### src/rtl/spi_master_if.sv
// Controller handshake plus SPI pin bundle for spi_master.
// The master modport is the DUT view; slave is the controller/pin side.
interface spi_master_if #(
  parameter int DATA_WIDTH = 8
);
  logic                  start;
  logic [DATA_WIDTH-1:0] tx_data;
  logic                  cpol;
  logic                  cpha;
  logic                  busy;
  logic                  done;
  logic [DATA_WIDTH-1:0] rx_data;
  logic                  sclk;
  logic                  css;
  logic                  mosi;
  logic                  miso;

  modport master (
    input  start, tx_data, cpol, cpha, miso,
    output busy, done, rx_data, sclk, css, mosi
  );

  modport slave (
    output start, tx_data, cpol, cpha, miso,
    input  busy, done, rx_data, sclk, css, mosi
  );
endinterface

### src/rtl/spi_master.sv
// Single-slave SPI master, LSB first, all four CPOL/CPHA modes per transfer.
// Pin outputs come from registers; only sclk in IDLE follows the cpol input.
module spi_master #(
  parameter int DATA_WIDTH = 8,
  parameter int CLK_DIV    = 2,
  parameter int CNT_W      = 8
) (
  input  logic         clk,
  input  logic         reset,
  spi_master_if.master bus
);
  localparam int              EW      = $clog2(2*DATA_WIDTH+1);
  localparam logic [CNT_W-1:0] TICK_AT = CNT_W'(CLK_DIV-1);
  localparam logic [EW-1:0]    LAST    = EW'(2*DATA_WIDTH);
  localparam logic [EW-1:0]    FIRST   = EW'(1);

  typedef enum logic [2:0] {IDLE, SETUP, XFER, HOLD, FINISH} state_e;

  state_e                state_q, state_d;
  logic [CNT_W-1:0]      cnt_q, cnt_d;
  logic [EW-1:0]         ecnt_q, ecnt_d;
  logic [DATA_WIDTH-1:0] tx_q, tx_d;
  logic [DATA_WIDTH-1:0] rx_q, rx_d;
  logic [DATA_WIDTH-1:0] rxdata_q, rxdata_d;
  logic                  sclk_q, sclk_d;
  logic                  css_q, css_d;
  logic                  mosi_q, mosi_d;
  logic                  busy_q, busy_d;
  logic                  done_q, done_d;
  logic                  cpol_q, cpol_d;
  logic                  cpha_q, cpha_d;

  logic          tick, lead, smp, shf;
  logic [EW-1:0] t_e;

  assign tick = (cnt_q == TICK_AT);
  assign t_e  = ecnt_q + 1'b1;   // 1-based index of the SCLK edge this tick makes
  assign lead = t_e[0];          // odd edges move SCLK away from idle
  assign smp  = lead ^ cpha_q;   // cpha=0 samples leading, cpha=1 trailing
  // The other edge shifts, except the final trailing (cpha=0) or first leading (cpha=1)
  assign shf  = !smp && (cpha_q ? (t_e != FIRST) : (t_e != LAST));

  // State and datapath next-state logic
  always_comb begin
    state_d  = state_q;
    cnt_d    = cnt_q;
    ecnt_d   = ecnt_q;
    tx_d     = tx_q;
    rx_d     = rx_q;
    rxdata_d = rxdata_q;
    sclk_d   = sclk_q;
    css_d    = css_q;
    mosi_d   = mosi_q;
    busy_d   = busy_q;
    done_d   = 1'b0;
    cpol_d   = cpol_q;
    cpha_d   = cpha_q;
    case (state_q)
      IDLE: begin
        if (bus.start) begin
          cpol_d  = bus.cpol;
          cpha_d  = bus.cpha;
          tx_d    = bus.tx_data;
          mosi_d  = bus.tx_data[0];
          sclk_d  = bus.cpol;
          css_d   = 1'b0;
          busy_d  = 1'b1;
          cnt_d   = '0;
          ecnt_d  = '0;
          rx_d    = '0;
          state_d = SETUP;
        end
      end
      SETUP: begin
        cnt_d = cnt_q + 1'b1;
        if (tick) begin
          cnt_d   = '0;
          state_d = XFER;
        end
      end
      XFER: begin
        cnt_d = cnt_q + 1'b1;
        if (tick) begin
          cnt_d  = '0;
          sclk_d = ~sclk_q;
          ecnt_d = t_e;
          if (smp) rx_d = {bus.miso, rx_q[DATA_WIDTH-1:1]};
          if (shf) begin
            tx_d   = tx_q >> 1;
            mosi_d = tx_q[1];
          end
          if (t_e == LAST) state_d = HOLD;
        end
      end
      HOLD: begin
        cnt_d = cnt_q + 1'b1;
        if (tick) begin
          cnt_d    = '0;
          css_d    = 1'b1;
          busy_d   = 1'b0;
          done_d   = 1'b1;
          rxdata_d = rx_q;
          mosi_d   = 1'b0;
          state_d  = FINISH;
        end
      end
      FINISH: begin
        ecnt_d  = '0;
        state_d = IDLE;
      end
      default: state_d = IDLE;
    endcase
  end

  // FSM state register
  always_ff @(posedge clk or negedge reset) begin
    if (!reset) state_q <= IDLE;
    else        state_q <= state_d;
  end

  // Datapath and pin registers
  always_ff @(posedge clk or negedge reset) begin
    if (!reset) begin
      cnt_q    <= '0;
      ecnt_q   <= '0;
      tx_q     <= '0;
      rx_q     <= '0;
      rxdata_q <= '0;
      sclk_q   <= 1'b0;
      css_q    <= 1'b1;
      mosi_q   <= 1'b0;
      busy_q   <= 1'b0;
      done_q   <= 1'b0;
      cpol_q   <= 1'b0;
      cpha_q   <= 1'b0;
    end else begin
      cnt_q    <= cnt_d;
      ecnt_q   <= ecnt_d;
      tx_q     <= tx_d;
      rx_q     <= rx_d;
      rxdata_q <= rxdata_d;
      sclk_q   <= sclk_d;
      css_q    <= css_d;
      mosi_q   <= mosi_d;
      busy_q   <= busy_d;
      done_q   <= done_d;
      cpol_q   <= cpol_d;
      cpha_q   <= cpha_d;
    end
  end

  assign bus.sclk    = (state_q == IDLE) ? bus.cpol : sclk_q;
  assign bus.css     = css_q;
  assign bus.mosi    = mosi_q;
  assign bus.busy    = busy_q;
  assign bus.done    = done_q;
  assign bus.rx_data = rxdata_q;
endmodule
### src/flat_wrapper.sv
// flat-port wrapper written by rule: the top's interface ports become plain ports
module spi_master_flat 
#(
  parameter int DATA_WIDTH = 8,
  parameter int CLK_DIV    = 2,
  parameter int CNT_W      = 8
)
  (clk, reset, bus_start, bus_tx_data, bus_cpol, bus_cpha, bus_miso, bus_busy, bus_done, bus_rx_data, bus_sclk, bus_css, bus_mosi);
  spi_master_if #(.DATA_WIDTH(DATA_WIDTH)) bus_i ();
  input  logic clk;
  input  logic reset;
  input wire logic [$bits(bus_i.start)-1:0] bus_start;
  input wire logic [$bits(bus_i.tx_data)-1:0] bus_tx_data;
  input wire logic [$bits(bus_i.cpol)-1:0] bus_cpol;
  input wire logic [$bits(bus_i.cpha)-1:0] bus_cpha;
  input wire logic [$bits(bus_i.miso)-1:0] bus_miso;
  output wire logic [$bits(bus_i.busy)-1:0] bus_busy;
  output wire logic [$bits(bus_i.done)-1:0] bus_done;
  output wire logic [$bits(bus_i.rx_data)-1:0] bus_rx_data;
  output wire logic [$bits(bus_i.sclk)-1:0] bus_sclk;
  output wire logic [$bits(bus_i.css)-1:0] bus_css;
  output wire logic [$bits(bus_i.mosi)-1:0] bus_mosi;
  assign bus_i.start = bus_start;
  assign bus_i.tx_data = bus_tx_data;
  assign bus_i.cpol = bus_cpol;
  assign bus_i.cpha = bus_cpha;
  assign bus_i.miso = bus_miso;
  assign bus_busy = bus_i.busy;
  assign bus_done = bus_i.done;
  assign bus_rx_data = bus_i.rx_data;
  assign bus_sclk = bus_i.sclk;
  assign bus_css = bus_i.css;
  assign bus_mosi = bus_i.mosi;
  spi_master #(.DATA_WIDTH(DATA_WIDTH), .CLK_DIV(CLK_DIV), .CNT_W(CNT_W)) u_core (.clk(clk), .reset(reset), .bus(bus_i));
endmodule
### config.mk
export PLATFORM = sky130hd
export DESIGN_NAME = spi_master_flat
export DESIGN_NICKNAME = d
export VERILOG_FILES = /design/src/rtl/spi_master_if.sv /design/src/rtl/spi_master.sv /design/src/flat_wrapper.sv
export SDC_FILE = /design/constraint.sdc
export NUM_CORES = 1
export LEC_CHECK = 0
export BUFFER_PORTS_ARGS = -buffer_cell sky130_fd_sc_hd__clkbuf_2
export CAP_MARGIN = 10
export CORE_MARGIN = 2
export CORE_UTILIZATION = 42
export DETAILED_ROUTE_END_ITERATION = 8
export GPL_ROUTABILITY_DRIVEN = 0
export MAX_ROUTING_LAYER = met4
export PLACE_DENSITY_LB_ADDON = 0.3
export SYNTH_ARGS = -nofsm -noshare
export SYNTH_HDL_FRONTEND = slang
export SYNTH_SLANG_ARGS = --single-unit
### constraint.sdc
create_clock -name clk -period 2.1 [get_ports clk]
set_input_delay 0.105 -clock clk [delete_from_list [all_inputs] [get_ports clk]]
set_output_delay 0.105 -clock clk [all_outputs]
set_load 0.05 [all_outputs]
==> metrics, run 1 <==
count of pins over their slew limit=0; max-cap violations=0; setup fix buffers added after clock tree synthesis=0; clock share of power=0.163; warning count from the yosys run=0; First DRT Iteration DRCs=68; via density per instance=5.37; DRT Pass-1 Iters=4; Top FF cell, synth=sky130_fd_sc_hd__dfrtp_1; footprint of the multi-input gates=between 1000 and 1500 um2; placed cell area=2600 um2; Synth Register Bits=45; Die Y-Extent=79.0 um; Inst Count DP=337; pin count of the biggest net entering global routing=33; area added between synthesis and finish=15.0%; Async S/R FF share, synth=1.00; endpoints failing setup=0; Critical Path RT=2.00 ns; total DRC errors in the routed layout=0; max incr delay on CP=0.46 ns; static leakage=1.30 nW; Min Clock Period, post-route=approximately 2.0 ns; crit path launch type=flip-flop; total negative slack for setup checks=0 ns; switching fraction of total power=0.427; total vias in the final route=1859; cell type with the highest aggregate area in the netlist=sky130_fd_sc_hd__dfrtp_1; post-route insts no fill=around 350; most common cell in the netlist=sky130_fd_sc_hd__dfrtp_1; met3 Usage GRT=0.0352; final clock period utilization by the worst path=0.963; total number of nets in the final design=~290; total core area=~5500 um2; number of buffers created by CTS=5; Final Skew=around 0.0070 ns; area of the mapped netlist=2360 um2; total routing usage reported by global routing=0.175; GRT overflow=0; IR drop worst, VDD=0.000534 V; number of fill cells in the layout=530; CTS H-tree lvls=2; switching power summed over all nets=around 0.0014 W; vias in the first global route=1840; worst slew pin tran=roughly 0.92 ns; width of the chip=about 80 um; placed wire-length estimate=around 3500 um; wire length of the first global-routing pass=around 8400 um; post-synthesis net count=258; power density over the cells=1230 nW/um2; antenna violations before repair=0; sequential element share of the synthesized area=0.477; Storage cell area=1130 um2; most used routing layer=met2; met2 capacity usage during global routing=0.276; Total Die Area=6240 um2; dominant cells by area after synthesis=sky130_fd_sc_hd__dfrtp_1 47%, sky130_fd_sc_hd__mux2_2 4.8%, sky130_fd_sc_hd__o21ai_0 4.0%; insertion delay to the later sink of the worst-skew pair=roughly 0.3 ns; gate count after technology mapping=240; commonest cells in the synthesized netlist=44 x sky130_fd_sc_hd__dfrtp_1, 24 x sky130_fd_sc_hd__nor2_1, 19 x sky130_fd_sc_hd__o21ai_0, 17 x sky130_fd_sc_hd__nand2_1, 14 x sky130_fd_sc_hd__a21oi_1; mean cell area of the mapped netlist=9.84 um2; Design Area, Final=2720 um2; std cell rows=27; Arr. time, crit path=1.92 ns; clock transition at the register clock pins on the worst setup and hold paths after CTS=0.09 ns; CP cell instances=or2_2 > nor2_2 > mux2_2 > clkbuf_2; worst min-delay path class=in -> reg; combinational share of power=0.474; count of distinct cell types in the synthesized netlist=47; Initial Utilization=0.431; Avg WL per Cell=14.1 um; number of I/O pins=27; highest fanout seen on the critical path=7; start-to-end type of the worst setup path=reg -> out; Antenna Violating Nets Remaining=0; detailed-route wire length=~4900 um; global-route track usage on met1=0.226; area share of the largest cell type after synthesis=0.466; slowest library cell on the worst path=sky130_fd_sc_hd__dfrtp_1; smallest hold slack=0.0258 ns; Port Buffer Count=26; clock tree root driver cell=sky130_fd_sc_hd__clkbuf_8; TritonCTS clock tree=built; Post-synth EDFFs=0; n_diodes=0; post-layout power=0.00335 W; Clock Sink Count=45; tightest slew margin relative to the limit=0.384; f_max=0.495 GHz; Pint=about 0.0019 W; number of buffers between clock root and the deepest sink=2; nature of the critical path endpoint=output pin; share of cells above drive strength 1=0.263; outcome=finished, final reports clean; RSZ-0062 raised after global routing=no; power share of the sequential group=0.363; Final Hold Violating Endpoints=0
kinds of logic (layout without fill, tap and decap cells):
kind of cell / count (synthesis) / count (layout) / synth area share
DFF: 45 / 45 / 0.477
AOI/OAI and AO/OA: 70 / 70 / 0.202
adders and majority gates: 4 / 4 / 0.0212
and+or+nand+nor: 77 / 77 / 0.170
muxes: 12 / 12 / 0.0562
buffers and inverters: 25 / 59 / 0.0472
xor gates and xnor gates: 7 / 7 / 0.0260
flip-flops by register name, indices dropped and copies added, names as in the netlist:
register            flops
u_core.bus.mosi         1
u_core.rx_q             8
u_core.bus.css          1
u_core.cpha_q           1
u_core.bus.rx_data      8
u_core.bus.done         1
u_core.tx_q             7
u_core.state_q          3
u_core.ecnt_q           5
u_core.bus.busy         1
u_core.cnt_q            8
u_core.sclk_q           1
power by group through the flow:
stage          Combinational (W)  Clock [W]  Sequential [W]
6_report                 0.00159   0.000544         0.00122
2_1_floorplan            0.00112          0         0.00127
3_3_place_gp             0.00153          0         0.00122
3_5_place_dp             0.00157          0         0.00123
5_1_grt                  0.00176   0.000603         0.00125
4_1_cts                  0.00158   0.000569         0.00121
cell usage in the layout, fill, tap and decap left out, types with 3 or more instances in the layout:
| cell | n |
|---|---|
| sky130_fd_sc_hd__a21o_1 | 3 |
| sky130_fd_sc_hd__a21oi_1 | 14 |
| sky130_fd_sc_hd__a22o_1 | 8 |
| sky130_fd_sc_hd__a2bb2oi_1 | 7 |
| sky130_fd_sc_hd__and3_1 | 3 |
| sky130_fd_sc_hd__buf_4 | 11 |
| sky130_fd_sc_hd__clkbuf_2 | 26 |
| sky130_fd_sc_hd__clkbuf_8 | 5 |
| sky130_fd_sc_hd__dfrtp_1 | 43 |
| sky130_fd_sc_hd__ha_1 | 4 |
| sky130_fd_sc_hd__inv_1 | 13 |
| sky130_fd_sc_hd__mux2_2 | 10 |
| sky130_fd_sc_hd__nand2_1 | 17 |
| sky130_fd_sc_hd__nand3_1 | 11 |
| sky130_fd_sc_hd__nor2_1 | 23 |
| sky130_fd_sc_hd__nor3_1 | 3 |
| sky130_fd_sc_hd__o21ai_0 | 19 |
| sky130_fd_sc_hd__o221ai_1 | 5 |
| sky130_fd_sc_hd__xnor2_1 | 3 |
| sky130_fd_sc_hd__xor2_1 | 4 |
critical path, delay by kind of cell, from the launching register on:
family | cells | cell delay (ns)
buffers and inverters | 1 | 0.24
flip-flops | 1 | 0.46
AND/OR/NAND/NOR | 2 | 0.56
multiplexers | 1 | 0.36
cell type report:
type                            count  area share
Clock buffer                        5      0.0253
Clock inverter                      3     0.00783
Inverter                           13      0.0180
Multi-Input combinational cell    170       0.418
Sequential cell                    45       0.416
Tap cell                           72      0.0332
Timing Repair Buffer               38      0.0820
metal layers:
metal | vias to the layer above | part of all wire
met3 | 4 | 0.033
met2 | 31 | 0.46
li1 | 931 | -
met4 | 0 | 0.012
met5 | - | 0
met1 | 893 | 0.49
final timing paths:
check	start	endpoint	slack, ns	cells after the start
min	bus_miso	u_core.rx_q[7]	0.03	3
min in group asynchronous	reset	u_core.ecnt_q[4]	0.24	2
min reg2reg	u_core.bus.css	u_core.bus.css	0.48	2
max reg2reg	u_core.cnt_q[1]	u_core.tx_q[1]	0.18	7
max in group asynchronous	reset	u_core.bus.css	1.09	3
max	u_core.state_q[2]	bus_sclk	0.08	4
stage by stage:
step,util,setup slack [ns]
6_report,0.496,0.0782
5_1_grt,0.496,0.0147
4_1_cts,0.494,0.0489
3_5_place_dp,0.475,0.0550
3_3_place_gp,0.475,0.148
2_1_floorplan,-,0.261
repair_timing:
action,4_1_cts,5_1_grt
gates resized for setup,1,5
endpoints found under the setup margin,1,24
hold endpoints to repair,13,0
hold buffers,1,0
No activity file was read; power rests on OpenSTA's default activity.
==> run 2, diff against run 1 <==
==> constraint.sdc (replaced) <==
create_clock -name clk -period 2.1 [get_ports clk]
set_input_delay 0.105 -clock clk [delete_from_list [all_inputs] [get_ports clk]]
set_output_delay 0.105 -clock clk [all_outputs]
set_load 0.02 [all_outputs]
==> run 2 against run 1 <==
Net effect: clock skew grew 0.0047 ns; via count grew 0.81%; sequential share of layout area shrank 0.26 points; register-to-register slack lost 0.02 ns; routed wire length shrank 0.69%; critical path depth is the same; worst hold slack gained 0.0037 ns; combinational power shrank 5%; first-iteration DRC count grew 91%; cell count grew 0.87%; critical endpoint unchanged.
==> metrics, run 2 (synthesis results as in run 1) <==
DRT Pass-1 Iters=4 (unchanged); pin count of the biggest net entering global routing=46 (+39%); source of the worst hold timing path=bus_cpol; power density over the cells=1200 nW/um2 (-2.4%); CTS H-tree lvls=2 (unchanged); Antenna Violating Nets Remaining=0 (unchanged); detailed-route wire length=4860 um (-0.69%); worst min-delay path endpoint=u_core.sclk_q; Total Die Area=6240 um2 (unchanged); Initial Utilization=0.431 (unchanged); wire length of the first global-routing pass=8180 um (-3.1%); First DRT Iteration DRCs=130 (+91%); worst min-delay path class=in -> reg; final setup margin=0.111 ns (+0.0332 ns); Clock Sink Count=45 (unchanged); nature of the critical path endpoint=output pin; top library cells by usage in the layout, fill and taps aside=44 x sky130_fd_sc_hd__dfrtp_1, 26 x sky130_fd_sc_hd__clkbuf_2, 24 x sky130_fd_sc_hd__nor2_1; Cells on Worst Hold Path=3 (unchanged); insertion delay to the later sink of the worst-skew pair=0.31 ns (about the same); outcome=finished, final reports clean; antenna violations before repair=0 (unchanged); R2R depth=7 (unchanged); TritonCTS clock tree=built; max-cap violations=0 (unchanged); worst-case setup slack after placement=0.132 ns (+0.0771 ns); n_diodes=0 (unchanged); number of I/O pins=27 (unchanged); number of buffers created by CTS=5 (unchanged); Arr. time, crit path=1.88 ns (-0.04 ns); number of fill cells in the layout=529 (-0.19%); count of pins over their slew limit=0 (unchanged); setup slack on the worst flop-to-flop path=0.16 ns (-0.02 ns); worst slew pin tran=0.929 ns (+0.00691 ns); Avg WL per Cell=13.9 um (-1.5%); vias in the first global route=1736 (-5.7%); Port Buffer Count=26 (unchanged); width of the chip=79.0 um (unchanged); Final Hold Violating Endpoints=0 (unchanged); worst reg2reg path startpoint=u_core.cnt_q[0]; endpoints failing setup=0 (unchanged); total routing usage reported by global routing=0.170 (-0.00463); total core area=5470 um2 (unchanged); placed wire-length estimate=3400 um (-3.9%); post-layout power=0.00328 W (-2.0%); Critical Path RT=2.00 ns (about the same); clock tree root driver cell=sky130_fd_sc_hd__clkbuf_8; highest fanout seen on the critical path=8 (+1); Reg-to-Reg End=u_core.cnt_q[7]; via density per instance=5.37 (about the same); Min Clock Period, post-route=1.99 ns (-0.0332 ns); total number of nets in the final design=294 (+1.0%); std cell rows=27 (unchanged); tightest slew margin relative to the limit=0.380 (-0.00461); total DRC errors in the routed layout=0 (unchanged); number of buffers between clock root and the deepest sink=2 (unchanged); GRT overflow=0 (unchanged); final clock period utilization by the worst path=0.947 (-0.0158); static leakage=1.31 nW (+1.0%); start-to-end type of the worst setup path=reg -> out; total vias in the final route=1874 (+0.81%); Die Y-Extent=79.0 um (unchanged); f_max=0.503 GHz (+1.7%); commonest non-fill, non-tap cell in the layout=sky130_fd_sc_hd__dfrtp_1; RSZ-0062 raised after global routing=no; IR drop worst, VDD=0.000475 V (-11%); Final Skew=0.0117 ns (+0.00472 ns); area added between synthesis and finish=15.6%; crit path launch type=flip-flop; total negative slack for setup checks=0 ns (unchanged); share of cells above drive strength 1=0.256 (-0.00646); clock transition at the register clock pins on the worst setup and hold paths after CTS=0.09 ns (about the same)
[run 2: worst max path at each step]
stage	from	endpoint	slack, ns	cells after the start
after floorplan	u_core.cnt_q[0]	u_core.state_q[0]	0.26	7
after global placement	u_core.ecnt_q[0]	u_core.tx_q[5]	0.20	6
after detailed placement	u_core.cnt_q[1]	u_core.rx_q[5]	0.13	7
after CTS	u_core.state_q[2]	bus_sclk	0.1	4
after global routing	u_core.cnt_q[0]	u_core.cnt_q[7]	0.004	7
final	u_core.state_q[2]	bus_sclk	0.11	4
[run 2: through the flow]
step                hold WS (ns)  instance area (um2)  instances  utilization
finish                    0.0295                 2730        349        0.499
global route              0.0289                 2730        349        0.499
CTS                       0.0223                 2730        349        0.498
global placement           0.224                 2620        340        0.479
floorplan                 -0.191                 2360        240            -
detailed placement         0.230                 2620        340        0.479
[run 2: critical path: stages (launching register included)]
cell and delay [ns]:
sky130_fd_sc_hd__dfrtp_1 0.48, sky130_fd_sc_hd__or2_2 0.39, sky130_fd_sc_hd__nor2_1 0.20, sky130_fd_sc_hd__mux2_2 0.36, sky130_fd_sc_hd__clkbuf_2 0.15
[run 2: routing by layer]
metal,share of wire,track usage,up-vias
met5,0,-,-
met4,0.014,0.0569,0
met3,0.049,0.0352,8
li1,-,-,933
met1,0.49,0.227,887
met2,0.45,0.262,46
[run 2: area by class of cell]
class	instances	area [um2]	share of cell area
tap	72	90.1	0.0330
multi-input combinational	170	1120	0.412
clock inverter	3	25.0	0.00917
inverter	13	48.8	0.0179
timing repair buffer	41	245	0.0899
sequential	45	1130	0.413
clock buffer	5	68.8	0.0252
[run 2: repair_timing]
action / 4_1_cts / 5_1_grt
endpoints found under the setup margin: 0 / 5
resized for setup: 0 / 1
buffers inserted: 0 / 0
hold buffers: 1 / 0
endpoints found under the hold margin: 44 / 0
[run 2: power by group]
part | total [W] | switching, W | internal, W
logic | 0.00151 | 0.000874 | 0.000636
registers | 0.00121 | 0.000153 | 0.00106
clock network | 0.000567 | 0.000327 | 0.000241
==> run 3, diff against run 2 <==
--- a/config.mk
+++ b/config.mk
@@ -13,6 +13,7 @@
 export GPL_ROUTABILITY_DRIVEN = 0
 export MAX_ROUTING_LAYER = met4
 export PLACE_DENSITY_LB_ADDON = 0.3
+export SETUP_SLACK_MARGIN = 0.2
 export SYNTH_ARGS = -nofsm -noshare
 export SYNTH_HDL_FRONTEND = slang
 export SYNTH_SLANG_ARGS = --single-unit
==> run 3 against run 2 <==
Net effect: via count grew 1.5%; maximum frequency grew 6.5%; sequential power is essentially flat; clock skew shrank 0.00097 ns; non-clock buffer count grew 4; critical path depth is the same; first-iteration DRC count shrank 5.4%; global-route usage grew 0.10 points; clock power is essentially flat.
==> metrics, run 3 (synthesis results as in run 1) <==
placed cell area=2620 um2 (unchanged); Final Hold Violating Endpoints=0 (unchanged); Avg WL per Cell=14.2 um (+1.9%); Arr. time, crit path=1.76 ns (-0.12 ns); crit path launch type=flip-flop; total vias in the final route=1902 (+1.5%); clock tree root driver cell=sky130_fd_sc_hd__clkbuf_8; antenna violations before repair=0 (unchanged); post-layout power=0.00340 W (+3.7%); Critical Path RT=2.00 ns (about the same); Final Skew=0.0108 ns (-0.000966 ns); worst-case setup slack after placement=0.132 ns (unchanged); width of the chip=79.0 um (unchanged); area added between synthesis and finish=19.8%; CP cell instances=or2_2 > nor2_4 > mux2_2 > clkbuf_2; detailed-route wire length=5010 um (+3.0%); outcome=finished, final reports clean; total number of nets in the final design=298 (+1.4%); worst min-delay path class=in -> reg; top library cells by usage in the layout, fill and taps aside=41 x sky130_fd_sc_hd__dfrtp_1, 26 x sky130_fd_sc_hd__clkbuf_2, 23 x sky130_fd_sc_hd__nor2_1; Design Area, Final=2830 um2 (+3.6%); Die Y-Extent=79.0 um (unchanged); tightest slew margin relative to the limit=0.401 (+0.0218); Clock Sink Count=45 (unchanged); pin count of the biggest net entering global routing=46 (unchanged); max-cap violations=0 (unchanged); worst slew pin tran=0.896 ns (-0.0326 ns); total DRC errors in the routed layout=0 (unchanged); number of fill cells in the layout=520 (-1.7%); final setup margin=0.233 ns (+0.121 ns); clock transition at the register clock pins on the worst setup and hold paths after CTS=0.09 ns (about the same); share of the core filled with cells in the final layout=0.517 (+0.0181); power density over the cells=1200 nW/um2 (about the same); Port Buffer Count=26 (unchanged); max incr delay on CP=0.46 ns (-0.02 ns); start-to-end type of the worst setup path=reg -> out; Storage cell area=1130 um2 (+0.33%); via density per instance=5.39 (+0.34%); number of I/O pins=27 (unchanged); RSZ-0062 raised after global routing=yes; CTS H-tree lvls=2 (unchanged); std cell rows=27 (unchanged); wire length of the first global-routing pass=8220 um (+0.50%); insertion delay to the later sink of the worst-skew pair=0.31 ns (about the same); Total Die Area=6240 um2 (unchanged); vias in the first global route=1752 (+0.92%); DRT Pass-1 Iters=4 (unchanged); share of cells above drive strength 1=0.313 (+0.0568); Antenna Violating Nets Remaining=0 (unchanged); total routing usage reported by global routing=0.171 (+0.00100); static leakage=1.34 nW (+1.8%); TritonCTS clock tree=built; Initial Utilization=0.431 (unchanged); total negative slack for setup checks=0 ns (unchanged); total core area=5470 um2 (unchanged); nature of the critical path endpoint=output pin; highest fanout seen on the critical path=7 (-1); f_max=0.536 GHz (+6.5%); placed wire-length estimate=3400 um (unchanged); IR drop worst, VDD=0.000475 V (about the same); n_diodes=0 (unchanged); footprint of the multi-input gates=1190 um2 (+5.8%); First DRT Iteration DRCs=123 (-5.4%); commonest non-fill, non-tap cell in the layout=sky130_fd_sc_hd__dfrtp_1; slowest library cell on the worst path=sky130_fd_sc_hd__dfrtp_2; endpoints failing setup=0 (unchanged); GRT overflow=0 (unchanged); count of pins over their slew limit=0 (unchanged); number of buffers created by CTS=5 (unchanged); number of buffers between clock root and the deepest sink=2 (unchanged); Min Clock Period, post-route=1.87 ns (-0.121 ns); final clock period utilization by the worst path=0.889 (-0.0578)
[run 3: per-stage QoR]
step	hold WS, ns	cells
finish	0.0194	353
global route	0.0289	353
CTS	0.0223	349
detailed placement	0.230	340
global placement	0.224	340
floorplan	-0.191	240
[run 3: layout make-up]
class | count | area share
Timing Repair Buffer | 45 | 0.0973
Inverter | 13 | 0.0173
Clock inverter | 3 | 0.00885
Multi-Input combinational cell | 170 | 0.420
Sequential cell | 45 | 0.400
Tap cell | 72 | 0.0319
Clock buffer | 5 | 0.0243
[run 3: final timing paths]
kind | slack [ns] | end | cells after the start | start
setup / recovery | 0.23 | bus_sclk | 4 | u_core.state_q[0]
hold / removal | 0.02 | u_core.sclk_q | 3 | bus_cpol
setup reg to reg | 0.28 | u_core.rx_q[0] | 7 | u_core.cnt_q[1]
min in group asynchronous | 0.40 | u_core.tx_q[2] | 3 | reset
max in group asynchronous | 1.29 | u_core.cnt_q[0] | 3 | reset
hold reg to reg | 0.47 | u_core.bus.css | 2 | u_core.bus.css
[run 3: repair_timing]
action / in CTS / in global routing
hold buffers: 1 / 0
endpoints found under the setup margin: 24 / 26
endpoints found under the hold margin: 44 / 0
gates resized for setup: 5 / 14
pin swaps: 0 / 2
buffers inserted: 0 / 4
[run 3: where the power goes]
group / switching (W) / internal, W
logic: 0.000917 / 0.000710
registers: 0.000148 / 0.00106
clock network: 0.000329 / 0.000241
[run 3: critical path, delay by kind of cell (launching register included)]
family | cells | cell delay (ns)
and+or+nand+nor | 2 | 0.50
muxes | 1 | 0.34
DFF | 1 | 0.46
buffers and inverters | 1 | 0.15
[run 3: layer usage]
| metal | up-vias | part of all wire | GRT usage |
|---|---|---|---|
| met5 | - | 0 | - |
| met4 | 0 | 0.013 | 0.0569 |
| met3 | 6 | 0.037 | 0.0352 |
| met2 | 34 | 0.46 | 0.264 |
| met1 | 917 | 0.49 | 0.228 |
| li1 | 945 | - | - |
